--- src/rtl/axi_common.sv ---
// Shared AXI4 types: response codes and burst length.
package axi_common;

    typedef enum logic [1:0] {
        RESP_OKAY   = 2'b00,
        RESP_EXOKAY = 2'b01,
        RESP_SLVERR = 2'b10,
        RESP_DECERR = 2'b11
    } resp_t;

    typedef logic [7:0] len_t;

endpackage

--- src/rtl/axi_error_responder_pkg.sv ---
// Helpers for the AXI error responder (WLAST consistency check).
package axi_error_responder_pkg;
    import axi_common::*;

    // remaining counts down from AWLEN, so the beat carrying WLAST should see zero
    function automatic logic wlast_mismatch(input logic w_last, input len_t remaining);
        return w_last != (remaining == len_t'(0));
    endfunction

endpackage

--- src/rtl/axi_error_read_engine.sv ---
// R-channel engine of the error responder: accepts one AR, returns ar_len+1 error beats.
module axi_error_read_engine
    import axi_common::*;
#(
    parameter int ID_WIDTH = 8
) (
    input  logic                clk_i,
    input  logic                rst_ni,
    input  logic [ID_WIDTH-1:0] ar_id_i,
    input  len_t                ar_len_i,
    input  logic                ar_valid_i,
    output logic                ar_ready_o,
    output logic [ID_WIDTH-1:0] r_id_o,
    output logic                r_last_o,
    output logic                r_valid_o,
    input  logic                r_ready_i
);

    typedef enum logic {R_IDLE, R_DATA} r_state_t;

    r_state_t r_state;
    len_t     beat_cnt;

    always_ff @(posedge clk_i or negedge rst_ni) begin
        if (!rst_ni) begin
            r_state    <= R_IDLE;
            ar_ready_o <= 1'b1;
            r_valid_o  <= 1'b0;
            r_last_o   <= 1'b0;
            r_id_o     <= '0;
            beat_cnt   <= '0;
        end else begin
            case (r_state)
                R_IDLE: begin
                    if (ar_valid_i) begin
                        r_id_o     <= ar_id_i;
                        beat_cnt   <= ar_len_i;
                        r_last_o   <= (ar_len_i == len_t'(0));
                        r_valid_o  <= 1'b1;
                        ar_ready_o <= 1'b0;
                        r_state    <= R_DATA;
                    end
                end
                R_DATA: begin
                    if (r_ready_i) begin
                        if (beat_cnt == len_t'(0)) begin
                            r_valid_o  <= 1'b0;
                            r_last_o   <= 1'b0;
                            ar_ready_o <= 1'b1;
                            r_state    <= R_IDLE;
                        end else begin
                            // r_last is registered, so flag it one beat ahead
                            beat_cnt <= beat_cnt - len_t'(1);
                            r_last_o <= (beat_cnt == len_t'(1));
                        end
                    end
                end
                default: r_state <= R_IDLE;
            endcase
        end
    end

endmodule

--- src/rtl/axi_error_responder.sv ---
// AXI4 default subordinate answering every transaction with ERR_RESP.
// Optional WLAST check and proto_err_o port: define AXI_ERROR_RESPONDER_WLAST_CHECK_EN.
module axi_error_responder
    import axi_common::*;
    import axi_error_responder_pkg::*;
#(
    parameter int                    ID_WIDTH   = 8,
    parameter int                    DATA_WIDTH = 64,
    parameter resp_t                 ERR_RESP   = RESP_DECERR,
    parameter logic [DATA_WIDTH-1:0] RDATA_FILL = '0
) (
    input  logic                  clk_i,
    input  logic                  rst_ni,
    input  logic [ID_WIDTH-1:0]   aw_id_i,
    input  len_t                  aw_len_i,
    input  logic                  aw_valid_i,
    output logic                  aw_ready_o,
    input  logic                  w_last_i,
    input  logic                  w_valid_i,
    output logic                  w_ready_o,
    output logic [ID_WIDTH-1:0]   b_id_o,
    output logic [1:0]            b_resp_o,
    output logic                  b_valid_o,
    input  logic                  b_ready_i,
    input  logic [ID_WIDTH-1:0]   ar_id_i,
    input  len_t                  ar_len_i,
    input  logic                  ar_valid_i,
    output logic                  ar_ready_o,
    output logic [ID_WIDTH-1:0]   r_id_o,
    output logic [DATA_WIDTH-1:0] r_data_o,
    output logic [1:0]            r_resp_o,
    output logic                  r_last_o,
    output logic                  r_valid_o,
`ifdef AXI_ERROR_RESPONDER_WLAST_CHECK_EN
    output logic                  proto_err_o,
`endif
    input  logic                  r_ready_i
);

    typedef enum logic [1:0] {W_IDLE, W_DATA, W_RESP} w_state_t;

    w_state_t w_state;
    logic     w_hs;

    assign w_hs     = w_valid_i && w_ready_o;
    assign b_resp_o = ERR_RESP;
    assign r_resp_o = ERR_RESP;
    assign r_data_o = RDATA_FILL;

    always_ff @(posedge clk_i or negedge rst_ni) begin
        if (!rst_ni) begin
            w_state    <= W_IDLE;
            aw_ready_o <= 1'b1;
            w_ready_o  <= 1'b0;
            b_valid_o  <= 1'b0;
            b_id_o     <= '0;
        end else begin
            case (w_state)
                W_IDLE: begin
                    if (aw_valid_i) begin
                        b_id_o     <= aw_id_i;
                        aw_ready_o <= 1'b0;
                        w_ready_o  <= 1'b1;
                        w_state    <= W_DATA;
                    end
                end
                W_DATA: begin
                    // WLAST alone ends the burst, even when the beat count disagrees
                    if (w_hs && w_last_i) begin
                        w_ready_o <= 1'b0;
                        b_valid_o <= 1'b1;
                        w_state   <= W_RESP;
                    end
                end
                W_RESP: begin
                    if (b_ready_i) begin
                        b_valid_o  <= 1'b0;
                        aw_ready_o <= 1'b1;
                        w_state    <= W_IDLE;
                    end
                end
                default: w_state <= W_IDLE;
            endcase
        end
    end

`ifdef AXI_ERROR_RESPONDER_WLAST_CHECK_EN
    len_t w_remaining;

    always_ff @(posedge clk_i or negedge rst_ni) begin
        if (!rst_ni) begin
            w_remaining <= '0;
            proto_err_o <= 1'b0;
        end else begin
            proto_err_o <= 1'b0;
            if (w_state == W_IDLE && aw_valid_i) begin
                w_remaining <= aw_len_i;
            end else if (w_hs) begin
                proto_err_o <= wlast_mismatch(w_last_i, w_remaining);
                // hold at zero so beats past AWLEN keep flagging
                if (w_remaining != len_t'(0)) begin
                    w_remaining <= w_remaining - len_t'(1);
                end
            end
        end
    end
`else
    logic unused_aw_len;
    assign unused_aw_len = ^aw_len_i;
`endif

    axi_error_read_engine #(
        .ID_WIDTH (ID_WIDTH)
    ) u_read_engine (
        .clk_i      (clk_i),
        .rst_ni     (rst_ni),
        .ar_id_i    (ar_id_i),
        .ar_len_i   (ar_len_i),
        .ar_valid_i (ar_valid_i),
        .ar_ready_o (ar_ready_o),
        .r_id_o     (r_id_o),
        .r_last_o   (r_last_o),
        .r_valid_o  (r_valid_o),
        .r_ready_i  (r_ready_i)
    );

endmodule

--- config.mk ---
export PLATFORM = sky130hd
export DESIGN_NAME = axi_error_responder
export DESIGN_NICKNAME = d
export VERILOG_FILES = /design/src/rtl/axi_common.sv /design/src/rtl/axi_error_responder_pkg.sv /design/src/rtl/axi_error_read_engine.sv /design/src/rtl/axi_error_responder.sv
export SDC_FILE = /design/constraint.sdc
export NUM_CORES = 1
export LEC_CHECK = 0
export ABC_CLOCK_PERIOD_IN_PS = 2600
export BUFFER_PORTS_ARGS = -buffer_cell sky130_fd_sc_hd__buf_2
export CAP_MARGIN = 20
export CORE_ASPECT_RATIO = 2
export CORE_MARGIN = 2
export CORE_UTILIZATION = 45
export CTS_CLUSTER_SIZE = 16
export DETAILED_ROUTE_END_ITERATION = 7
export PLACE_DENSITY = 0.89
export SYNTH_ARGS = -nofsm -noshare
export SYNTH_HDL_FRONTEND = slang
export SYNTH_SLANG_ARGS = --single-unit
--- constraint.sdc ---
create_clock -name clk_i -period 2.6 [get_ports clk_i]
set_input_delay 0.39 -clock clk_i [delete_from_list [all_inputs] [get_ports clk_i]]
set_output_delay 0.39 -clock clk_i [all_outputs]
set_load 0.005 [all_outputs]
==> results.py, run 1 <==
metrics = {
    "status": {
        "outcome": "finished clean",
    },
    "routing": {
        "vias": 1593,
        "route.detailed.drc": 0,
        "vias_per_cell": 4.69,
        "routed_wl_um": 3830,
        "wl_per_cell_um": 11.3,
        "dr.pass1.iters": 4,
        "postRouteAntennaNets": 0,
        "drt_iter0_markers": 23,
    },
    "pwr": {
        "finalPower_mw": 1.41,
        "p_leak_nw": 1.26,
        "ir_worst_vdd_v": 0.000375,
        "power_density_nw_per_um2": 613,
    },
    "die": {
        "num_rows": 35,
        "fp.dieW_um": 52.4,
        "dieHeight_um": 101,
        "start_util_pct": 46.3,
        "core_area_sq_um": 4550,
        "io_pins": 130,
        "die-area_sq_um": 5280,
    },
    "clock_tree": {
        "htreeDepth": 2,
        "clk_latency_ns": 0.28,
        "ctsHoldBuffers": 0,
        "max-clock-path-buffers": 2,
        "cts_tree": "built",
        "ctsResizeCount": 0,
        "cts-root-buf": "clkbuf_8",
        "clk_pin_slew_worst_paths_ns": 0.07,
        "clock_sinks": 33,
        "cts_setup_buffers": 0,
        "cts_buffers": 5,
    },
    "synthesis": {
        "synth_area_sq_um": 2110,
        "yosys.area.top_type": "dfrtp_1",
        "synthDistinctLibCells": 36,
        "async_flop_share_pct": 100,
        "synth-edff-count": 0,
        "avgSynthCellArea_sq_um": 9.21,
        "netlist_top_cells_area": "dfrtp_1 (37%), buf_4 (24%), nand2_1 (6.2%)",
        "ys_seq_area_share_pct": 39.3,
        "ys_ff_latch": 33,
        "yosysTopAreaCellShare_pct": 36.8,
        "synthCells": 229,
        "yosysWarnings": 0,
        "ys.flop_type": "dfrtp_1",
    },
    "critical_path": {
        "critPathLaunchType": "flop",
        "crit_chain": "inv_1 > ha_1 > nor4b_4 > a21oi_1 > nor2_1 > mux2i_1",
        "end_kind": "flop",
        "critPathMaxStageDelay_ns": 0.43,
        "r2r_setup_slack_ns": 0.51,
        "critPathMaxFanout": 8,
        "worstSetupPathType": "flop to flop",
        "critPathArrivalTime_ns": 2.29,
        "critPathRequiredTime_ns": 2.81,
        "cpMaxStageDelayCell": "dfrtp_1",
    },
    "worst_hold_path": {
        "hold_path_class": "input pin to asynchronous set/reset pin",
    },
    "placed_design": {
        "dpl.cell_count": 332,
        "hpwlAfterDp_um": 3070,
        "port_buffers": 53,
        "gp_congestion": 0.864,
    },
    "global_route": {
        "grt_pass1_vias": 1431,
        "grt_max_degree": 34,
        "grt_usage_pct": 14.9,
        "antenna_found_initial": 0,
        "overflow": 0,
        "grt_pass1_wl_um": 6030,
    },
    "cells_and_area": {
        "diodes": 0,
        "fin_cells": 340,
        "fillers": 418,
        "final_nets": 327,
        "drive_gt1_share_pct": 27.0,
        "regArea_sq_um": 828,
        "syn_to_final_growth_pct": 8.66,
        "multiInputGateArea_sq_um": 976,
    },
    "timing": {
        "timing.fmax_mhz": 480,
        "max_slew.worst_pin.slew_ns": 0.733,
        "setup_tns_ns": 0,
        "min_period_ns": 2.09,
        "rsz0062_at_grt": "false",
        "maxSlewHeadroom_pct": 51.1,
        "clock_skew_ns": 0.00609,
        "period_share_pct": 80.2,
        "setup_viol": 0,
        "finalHoldViolCount": 0,
        "finalMaxSlewViolations": 0,
    },
    "run": {
        "cap_viol_max_count": 0,
    },
}
## where the power goes
group	internal, mW	switching (mW)
Combinational	0.115	0.144
Clock	0.312	0.183
Sequential	0.578	0.0743
Total	1.00	0.401
## layout by cell type (no fill, tap or decap), types with 3 or more instances in the layout
master    count
a21oi_1       6
clkbuf_8      6
conb_1       68
dfrtp_1      31
nand3_1       7
ha_1          3
nor2_1       13
inv_1         6
nand2_1      35
buf_2        53
nor2b_1       3
o22ai_1       4
mux2_2        8
o21ai_0       8
## area by class of cell
class	count	area share (%)
multi-input combinational	183	42.6
sequential	33	36.1
timing repair buffer	55	12.2
clock buffer	7	3.77
tap	55	3.00
clock inverter	1	1.31
inverter	6	0.983
## per-layer routing
metal  up-vias  track usage, %  share of wire (%)
met1       745            14.7                 33
met4         0            7.69                2.8
met2       102            27.8                 56
met3         9            2.97                8.6
met5         -               0                  0
li1        737               -                  -
## worst max-delay path, delay by kind of cell (launching register included)
family / cells / cell delay (ns)
AO/OA/AOI/OAI: 1 / 0.30
buffers and inverters: 1 / 0.11
adder cells (fa/ha/maj): 1 / 0.19
flip-flops: 1 / 0.43
AND/OR/NAND/NOR: 2 / 0.76
multiplexers: 1 / 0.22
## registers in the layout (all words and copies together), names as in the netlist
| signal | cells |
|---|---|
| w_state | 2 |
| b_id_o | 8 |
| u_read_engine.ar_ready_o | 1 |
| u_read_engine.r_state | 1 |
| aw_ready_o | 1 |
| b_valid_o | 1 |
| u_read_engine.r_last_o | 1 |
| u_read_engine.r_id_o | 8 |
| u_read_engine.r_valid_o | 1 |
| w_ready_o | 1 |
| u_read_engine.beat_cnt | 8 |
## worst paths after layout
path	depth (start not counted)	end	startpoint
min in group clk_i	3	u_read_engine.r_id_o[4]	ar_id_i[4]
min	1	u_read_engine.r_last_o	rst_ni
min reg2reg	2	u_read_engine.r_id_o[2]	u_read_engine.r_id_o[2]
max in group asynchronous	1	w_state[0]	rst_ni
max	6	u_read_engine.beat_cnt[1]	u_read_engine.beat_cnt[0]
max reg2reg	6	u_read_engine.beat_cnt[1]	u_read_engine.beat_cnt[0]
## Yosys cell counts (2+ instances only)
library cell and number:
buf_4 68, nand2_1 35, dfrtp_1 31, nor2_1 13, mux2_2 8, o21ai_0 8
nand3_1 7, a21oi_1 6, inv_1 6, clkbuf_1 4, o22ai_1 4, ha_1 3
nor2b_1 3, a2bb2oi_1 2, a31oi_1 2, conb_1 2, dfstp_2 2, nand2b_1 2
nor4_1 2, o21a_1 2, o22a_1 2, o2bb2ai_1 2, xnor2_1 2
## kinds of logic after synthesis
kind of cell,count (synthesis),share of synthesized area (%)
flip-flops,33,39.3
other,2,0.356
AND/OR/NAND/NOR,69,16.0
buffers and inverters,79,26.2
adder cells (fa/ha/maj),3,1.78
AO/OA/AOI/OAI,32,10.9
XOR/XNOR,2,0.831
multiplexers,9,4.75
## stage by stage
stage | utilization [%] | cell area [sq um] | worst slack (ns) | hold WS [ns]
6_report | 50.3 | 2290 | 0.515 | 0.160
5_1_grt | 50.3 | 2290 | 0.353 | 0.234
4_1_cts | 50.3 | 2290 | 0.487 | 0.186
3_5_place_dp | 47.8 | 2180 | 0.502 | 0.465
3_3_place_gp | 47.8 | 2180 | 0.614 | 0.454
2_1_floorplan | - | 2360 | 0.850 | 0.0944
No activity file was read; power rests on OpenSTA's default activity.
==> run 2: changes to the inputs <==
--- a/config.mk
+++ b/config.mk
@@ -5,15 +5,16 @@
 export SDC_FILE = /design/constraint.sdc
 export NUM_CORES = 1
 export LEC_CHECK = 0
-export ABC_CLOCK_PERIOD_IN_PS = 2600
+export ABC_AREA = 1
+export ABC_CLOCK_PERIOD_IN_PS = 1800
 export BUFFER_PORTS_ARGS = -buffer_cell sky130_fd_sc_hd__buf_2
 export CAP_MARGIN = 20
 export CORE_ASPECT_RATIO = 2
 export CORE_MARGIN = 2
-export CORE_UTILIZATION = 45
+export CORE_UTILIZATION = 39
 export CTS_CLUSTER_SIZE = 16
 export DETAILED_ROUTE_END_ITERATION = 7
-export PLACE_DENSITY = 0.89
+export PLACE_DENSITY = 0.83
 export SYNTH_ARGS = -nofsm -noshare
 export SYNTH_HDL_FRONTEND = slang
 export SYNTH_SLANG_ARGS = --single-unit
==> constraint.sdc (replaced) <==
create_clock -name clk_i -period 1.8 [get_ports clk_i]
set_input_delay 0.27 -clock clk_i [delete_from_list [all_inputs] [get_ports clk_i]]
set_output_delay 0.27 -clock clk_i [all_outputs]
set_load 0.005 [all_outputs]
==> results.py, run 2 <==
metrics = {
    "clock_tree": {
        "clk_pin_slew_worst_paths_ns": 0.06,
        "htreeDepth": 2,
        "ctsResizeCount": 0,
        "cts_tree": "built",
        "clk_latency_ns": 0.28,
        "ctsHoldBuffers": 0,
        "max-clock-path-buffers": 2,
        "cts_buffers": 5,
        "cts_setup_buffers": 0,
        "cts-root-buf": "clkbuf_8",
        "clock_sinks": 33,
    },
    "worst_hold_path": {
        "hold_path_class": "input pin to asynchronous set/reset pin",
    },
    "synthesis": {
        "synthDistinctLibCells": 24,
        "synth_area_sq_um": 2130,
        "synth_compound_area_share_pct": 2.59,
        "ys.flop_type": "dfrtp_1",
        "ys_seq_area_share_pct": 38.9,
        "synthMuxAreaShare_pct": 0.471,
        "synth_common_cells": "nand2_1 (100), buf_4 (68), dfrtp_1 (31)",
        "yosysTopAreaCellShare_pct": 36.5,
        "synth_top_family_by_area": "buffers and inverters",
        "netlist_top_cells_area": "dfrtp_1 (36%), buf_4 (24%), nand2_1 (18%)",
        "async_flop_share_pct": 100,
        "ys_ff_latch": 33,
        "yosysWarnings": 0,
        "synthSimpleGateAreaFrac_pct": 26.9,
        "synth_most_common_cell": "nand2_1",
        "synth_fa_ha_area_share_pct": 1.76,
        "yosys.area.top_type": "dfrtp_1",
        "synth_xor_area_share_pct": 0.412,
        "synthCells": 281,
        "synth-edff-count": 0,
        "avgSynthCellArea_sq_um": 7.57,
    },
    "routing": {
        "postRouteAntennaNets": 0,
        "vias": 1649,
        "route.detailed.drc": 0,
        "vias_per_cell": 4.13,
        "drt_iter0_markers": 58,
        "wl_per_cell_um": 9.43,
        "routed_wl_um": 3760,
        "dr.pass1.iters": 4,
    },
    "critical_path": {
        "critPathMaxFanout": 11,
        "worstSetupPathType": "flop to flop",
        "critPathRequiredTime_ns": 1.97,
        "end_kind": "flop",
        "critPathArrivalTime_ns": 1.73,
        "critPathLaunchType": "flop",
    },
    "global_route": {
        "antenna_found_initial": 0,
        "grt_pass1_wl_um": 6510,
        "grt_pass1_vias": 1546,
        "use_met3_pct": 3.59,
        "grt_usage_pct": 13.3,
        "overflow": 0,
        "use_met2_pct": 23.4,
        "grt.met1_usage_pct": 15.3,
        "top_usage_layer": "met2",
        "grt_max_degree": 34,
    },
    "timing": {
        "timing.fmax_mhz": 638,
        "finalHoldViolCount": 0,
        "maxSlewHeadroom_pct": 52.5,
        "period_share_pct": 87.1,
        "max_slew.worst_pin.slew_ns": 0.713,
        "setup_viol": 0,
        "min_period_ns": 1.57,
        "finalMaxSlewViolations": 0,
        "rsz0062_at_grt": "false",
        "setup_tns_ns": 0,
        "whs_ns": 0.0402,
        "clock_skew_ns": 0.00303,
    },
    "cells_and_area": {
        "fillers": 581,
        "final_util_pct": 43.5,
        "drive_gt1_share_pct": 22.1,
        "multiInputGateArea_sq_um": 940,
        "final_nets": 381,
        "syn_to_final_growth_pct": 9.00,
        "diodes": 0,
        "reg_top3": "b_id_o (8), u_read_engine.beat_cnt (8), u_read_engine.r_id_o (8)",
        "final_cell_mix": "nand2_1 (100), conb_1 (68), buf_2 (53), dfrtp_1 (31), inv_1 (16)",
        "final_common_cell": "nand2_1",
        "regArea_sq_um": 828,
    },
    "run": {
        "cap_viol_max_count": 0,
    },
    "die": {
        "start_util_pct": 39.9,
        "num_rows": 38,
        "io_pins": 130,
        "fp.dieW_um": 56.2,
        "dieHeight_um": 108,
        "core_area_sq_um": 5330,
        "die-area_sq_um": 6100,
    },
    "placed_design": {
        "gp_congestion": 0.835,
        "hpwlAfterDp_um": 2980,
        "port_buffers": 53,
    },
    "status": {
        "outcome": "finished clean",
    },
    "pwr": {
        "p_leak_nw": 1.41,
        "power_density_nw_per_um2": 1430,
        "ir_worst_vdd_v": 0.000791,
    },
}
[run 2: changes by cell type in the layout (fill, tap and decap cells not counted), moves of 4 or more]
cell,before,now
o22ai_1,4,0
mux2_2,8,0
a21oi_1,6,1
nand3_1,7,13
inv_1,6,16
nand2_1,35,100
[run 2: layout make-up]
cell class | instances | share of cell area [%]
Clock buffer | 7 | 3.72
Tap cell | 60 | 3.24
Inverter | 19 | 3.08
Timing Repair Buffer | 56 | 12.4
Multi-Input combinational cell | 223 | 40.5
Sequential cell | 33 | 35.7
Clock inverter | 1 | 1.30
[run 2: logic make-up after synthesis]
kind of cell,Yosys count
and+or+nand+nor,139
buffers and inverters,91
DFF,33
AOI/OAI and AO/OA,11
adders and majority gates,3
other,2
xor gates and xnor gates,1
muxes,1
[run 2: path summary, 6_finish.rpt]
path,from,to,slack [ns],cells after the start
max in group asynchronous,rst_ni,u_read_engine.beat_cnt[5],1.31,1
setup reg to reg,u_read_engine.beat_cnt[0],u_read_engine.beat_cnt[0],0.23,9
hold / removal,rst_ni,u_read_engine.r_id_o[3],0.04,1
setup / recovery,u_read_engine.beat_cnt[0],u_read_engine.beat_cnt[0],0.23,9
min in group clk_i,aw_id_i[1],b_id_o[1],0.18,3
hold reg to reg,u_read_engine.r_id_o[4],u_read_engine.r_id_o[4],0.47,2
[run 2: through the flow]
stage                     total power [mW]  cell area (sq um)  instances  setup WS [ns]
after global placement                2.57               2200        391          0.280
final                                 3.32               2320        399          0.232
after floorplan                       2.27               2370        347          0.469
after global routing                  3.65               2320        399         0.0908
after detailed placement              2.63               2200        391          0.243
after CTS                             3.37               2320        399          0.226
[run 2: critical path, cell delays in order, from the launching register on]
cell and delay, ns:
dfrtp_1 0.40, inv_1 0.16, ha_1 0.19, inv_1 0.04, nor2_1 0.13, nand3_2 0.10
nand2_2 0.21, inv_2 0.10, nand2_1 0.07, o21ai_1 0.06
[run 2: routing by layer]
layer	routed length, um	share of wire [%]	vias up
li1	-	-	832
met1	1530	41	730
met2	1830	49	81
met3	341	9.1	6
met4	60	1.6	0
met5	0	0	-
[run 2: power by group]
group | switching, mW | internal [mW] | total, mW
Sequential | 0.217 | 1.08 | 1.30
Combinational | 0.789 | 0.528 | 1.32
Clock | 0.254 | 0.451 | 0.705
==> run 3: changes to the inputs <==
--- a/config.mk
+++ b/config.mk
@@ -5,16 +5,17 @@
 export SDC_FILE = /design/constraint.sdc
 export NUM_CORES = 1
 export LEC_CHECK = 0
-export ABC_AREA = 1
+export ABC_AREA = 0
 export ABC_CLOCK_PERIOD_IN_PS = 1800
 export BUFFER_PORTS_ARGS = -buffer_cell sky130_fd_sc_hd__buf_2
 export CAP_MARGIN = 20
 export CORE_ASPECT_RATIO = 2
 export CORE_MARGIN = 2
-export CORE_UTILIZATION = 39
+export CORE_UTILIZATION = 40
 export CTS_CLUSTER_SIZE = 16
 export DETAILED_ROUTE_END_ITERATION = 7
-export PLACE_DENSITY = 0.83
+export PLACE_DENSITY = 0.84
 export SYNTH_ARGS = -nofsm -noshare
 export SYNTH_HDL_FRONTEND = slang
+export SYNTH_HIERARCHICAL = 1
 export SYNTH_SLANG_ARGS = --single-unit
==> results.py, run 3 <==
metrics = {
    "routing": {
        "wl_per_cell_um": 12.7,
        "vias_per_cell": 4.68,
        "postRouteAntennaNets": 0,
        "route.detailed.drc": 0,
        "vias": 1672,
        "drt_iter0_markers": 70,
        "dr.pass1.iters": 6,
        "routed_wl_um": 4540,
    },
    "timing": {
        "maxSlewHeadroom_pct": 49.6,
        "setup_tns_ns": 0,
        "finalHoldViolCount": 0,
        "max_slew.worst_pin.slew_ns": 0.756,
        "min_period_ns": 1.67,
        "setup_viol": 0,
        "rsz0062_at_grt": "false",
        "period_share_pct": 92.5,
        "clock_skew_ns": 0.00618,
        "timing.fmax_mhz": 600,
        "finalMaxSlewViolations": 0,
    },
    "clock_tree": {
        "clock_sinks": 33,
        "cts-root-buf": "clkbuf_8",
        "ctsResizeCount": 0,
        "cts_tree": "built",
        "clk_latency_ns": 0.28,
        "cts_buffers": 5,
        "cts_setup_buffers": 0,
        "ctsHoldBuffers": 0,
        "htreeDepth": 2,
        "clk_pin_slew_worst_paths_ns": 0.07,
        "max-clock-path-buffers": 2,
    },
    "cells_and_area": {
        "fin_area_sq_um": 2430,
        "final_cell_mix": "conb_1 (68), buf_2 (53), nand2_1 (34), dfrtp_1 (31), buf_4 (12)",
        "fillers": 522,
        "reg_top3": "b_id_o (8), u_read_engine/beat_cnt (8), u_read_engine/r_id_o (8)",
        "diodes": 0,
        "drive_gt1_share_pct": 30.6,
        "final_nets": 339,
        "syn_to_final_growth_pct": 10.8,
        "final_common_cell": "conb_1",
    },
    "global_route": {
        "grt_max_degree": 34,
        "grt_usage_pct": 15.5,
        "overflow": 0,
        "grt_pass1_wl_um": 7390,
        "grt_pass1_vias": 1570,
        "antenna_found_initial": 0,
    },
    "pwr": {
        "seqPwrFrac_pct": 38.9,
        "p_leak_nw": 1.29,
        "ir_worst_vdd_v": 0.000912,
        "power.switching_mw": 1.34,
        "share_comb_of_total_power_pct": 45.3,
        "power_density_nw_per_um2": 1470,
        "netSwitchingFraction_pct": 37.5,
        "power_frac_clock_pct": 15.8,
        "intPower_mw": 2.24,
    },
    "status": {
        "outcome": "finished clean",
    },
    "synthesis": {
        "yosysTopAreaCellShare_pct": 35.4,
        "synth_most_common_cell": "buf_4",
        "synth-edff-count": 0,
        "synth_common_cells": "buf_4 (68), nand2_1 (34), dfrtp_1 (31)",
        "ys.flop_type": "dfrtp_1",
        "synthDistinctLibCells": 48,
        "synth_area_sq_um": 2190,
        "avgSynthCellArea_sq_um": 9.54,
        "yosysWarnings": 6,
        "netlist_top_cells_area": "dfrtp_1 (35%), buf_4 (23%), nand2_1 (5.8%)",
        "async_flop_share_pct": 100,
        "yosys.area.top_type": "dfrtp_1",
        "ys_ff_latch": 33,
        "synthCells": 230,
        "ys_seq_area_share_pct": 37.8,
    },
    "placed_design": {
        "gp_congestion": 0.933,
        "hpwlAfterDp_um": 3600,
        "dpl_cell_area_sq_um": 2330,
        "port_buffers": 53,
    },
    "worst_hold_path": {
        "hold_path_class": "input pin to asynchronous set/reset pin",
    },
    "run": {
        "cap_viol_max_count": 0,
    },
    "die": {
        "die-area_sq_um": 6130,
        "start_util_pct": 40.8,
        "core_area_sq_um": 5370,
        "num_rows": 38,
        "io_pins": 130,
        "dieHeight_um": 109,
        "fp.dieW_um": 56.4,
    },
    "critical_path": {
        "critPathRequiredTime_ns": 1.95,
        "end_kind": "flop",
        "critPathMaxFanout": 4,
        "worstSetupPathType": "flop to flop",
        "critPathArrivalTime_ns": 1.81,
        "critPathLaunchType": "flop",
    },
}
[run 3: cell count changes in the layout (fill, tap and decap cells not counted), moves of 3 or more]
cell	delta
inv_1	-7
nor2_1	-12
mux2_4	+8
nand3_1	-7
buf_4	+9
a21oi_1	+5
o21ai_1	-3
nor2_2	-3
inv_2	-3
nand2_1	-66
[run 3: power by group through the flow]
stage | Clock [mW] | Sequential, mW | Combinational [mW]
floorplan | 0 | 1.39 | 1.06
global placement | 0 | 1.37 | 1.56
detailed placement | 0 | 1.39 | 1.60
CTS | 0.594 | 1.38 | 1.61
global route | 0.637 | 1.44 | 1.81
finish | 0.566 | 1.39 | 1.62
[run 3: path summary, 6_finish.rpt]
kind                                           start                        end  slack [ns]  cells past startpoint
hold / removal                                rst_ni                 w_state[1]        0.06                      1
setup reg to reg           u_read_engine/beat_cnt[1]  u_read_engine/beat_cnt[6]        0.13                      5
hold reg to reg             u_read_engine/ar_ready_o   u_read_engine/ar_ready_o        0.46                      2
max in group asynchronous                     rst_ni    u_read_engine/r_id_o[3]        1.25                      1
min in group clk_i                        ar_id_i[1]    u_read_engine/r_id_o[1]        0.18                      3
setup / recovery           u_read_engine/beat_cnt[1]  u_read_engine/beat_cnt[6]        0.13                      5
[run 3: layout make-up]
| type | count | area, sq um | share of cell area [%] |
|---|---|---|---|
| inverters | 9 | 33.8 | 1.39 |
| well taps | 60 | 75.1 | 3.09 |
| repair buffers | 65 | 355 | 14.6 |
| flip-flops and latches | 33 | 828 | 34.1 |
| clock buffers | 8 | 90.1 | 3.71 |
| multi-input cells | 182 | 1050 | 43.1 |
[run 3: worst max-delay path, cell delays in order, from the launching register on]
cell       delay (ns)
dfrtp_1          0.41
inv_1            0.08
ha_1             0.19
or3b_4           0.43
a2111oi_2        0.29
o22ai_1          0.13
[run 3: routing by layer]
metal / global-route usage (%) / vias up / share of wire (%)
met4: 7.99 / 0 / 3.0
met2: 28.9 / 114 / 52
met1: 16.2 / 767 / 36
met3: 2.85 / 10 / 8.3
met5: 0 / - / 0
li1: - / 781 / -
[run 3: logic make-up after synthesis]
group | synth area share (%)
compound gates | 11.6
fa+ha+maj | 1.71
buf+inv | 26.2
flops | 37.8
mux | 6.90
other cells | 0.342
simple gates | 15.5
[run 3: metrics by stage]
step / util [%] / hold WS [ns] / std cells / setup WS, ns / power (mW)
after floorplan: - / -0.0256 / 296 / 0.157 / 2.45
after global placement: 43.4 / 0.373 / 349 / 0.115 / 2.93
after detailed placement: 43.4 / 0.382 / 349 / 0.0128 / 3.00
after CTS: 45.1 / 0.0763 / 357 / 0.0291 / 3.59
after global routing: 45.2 / 0.113 / 357 / 0.0236 / 3.88
final: 45.2 / 0.0594 / 357 / 0.134 / 3.57
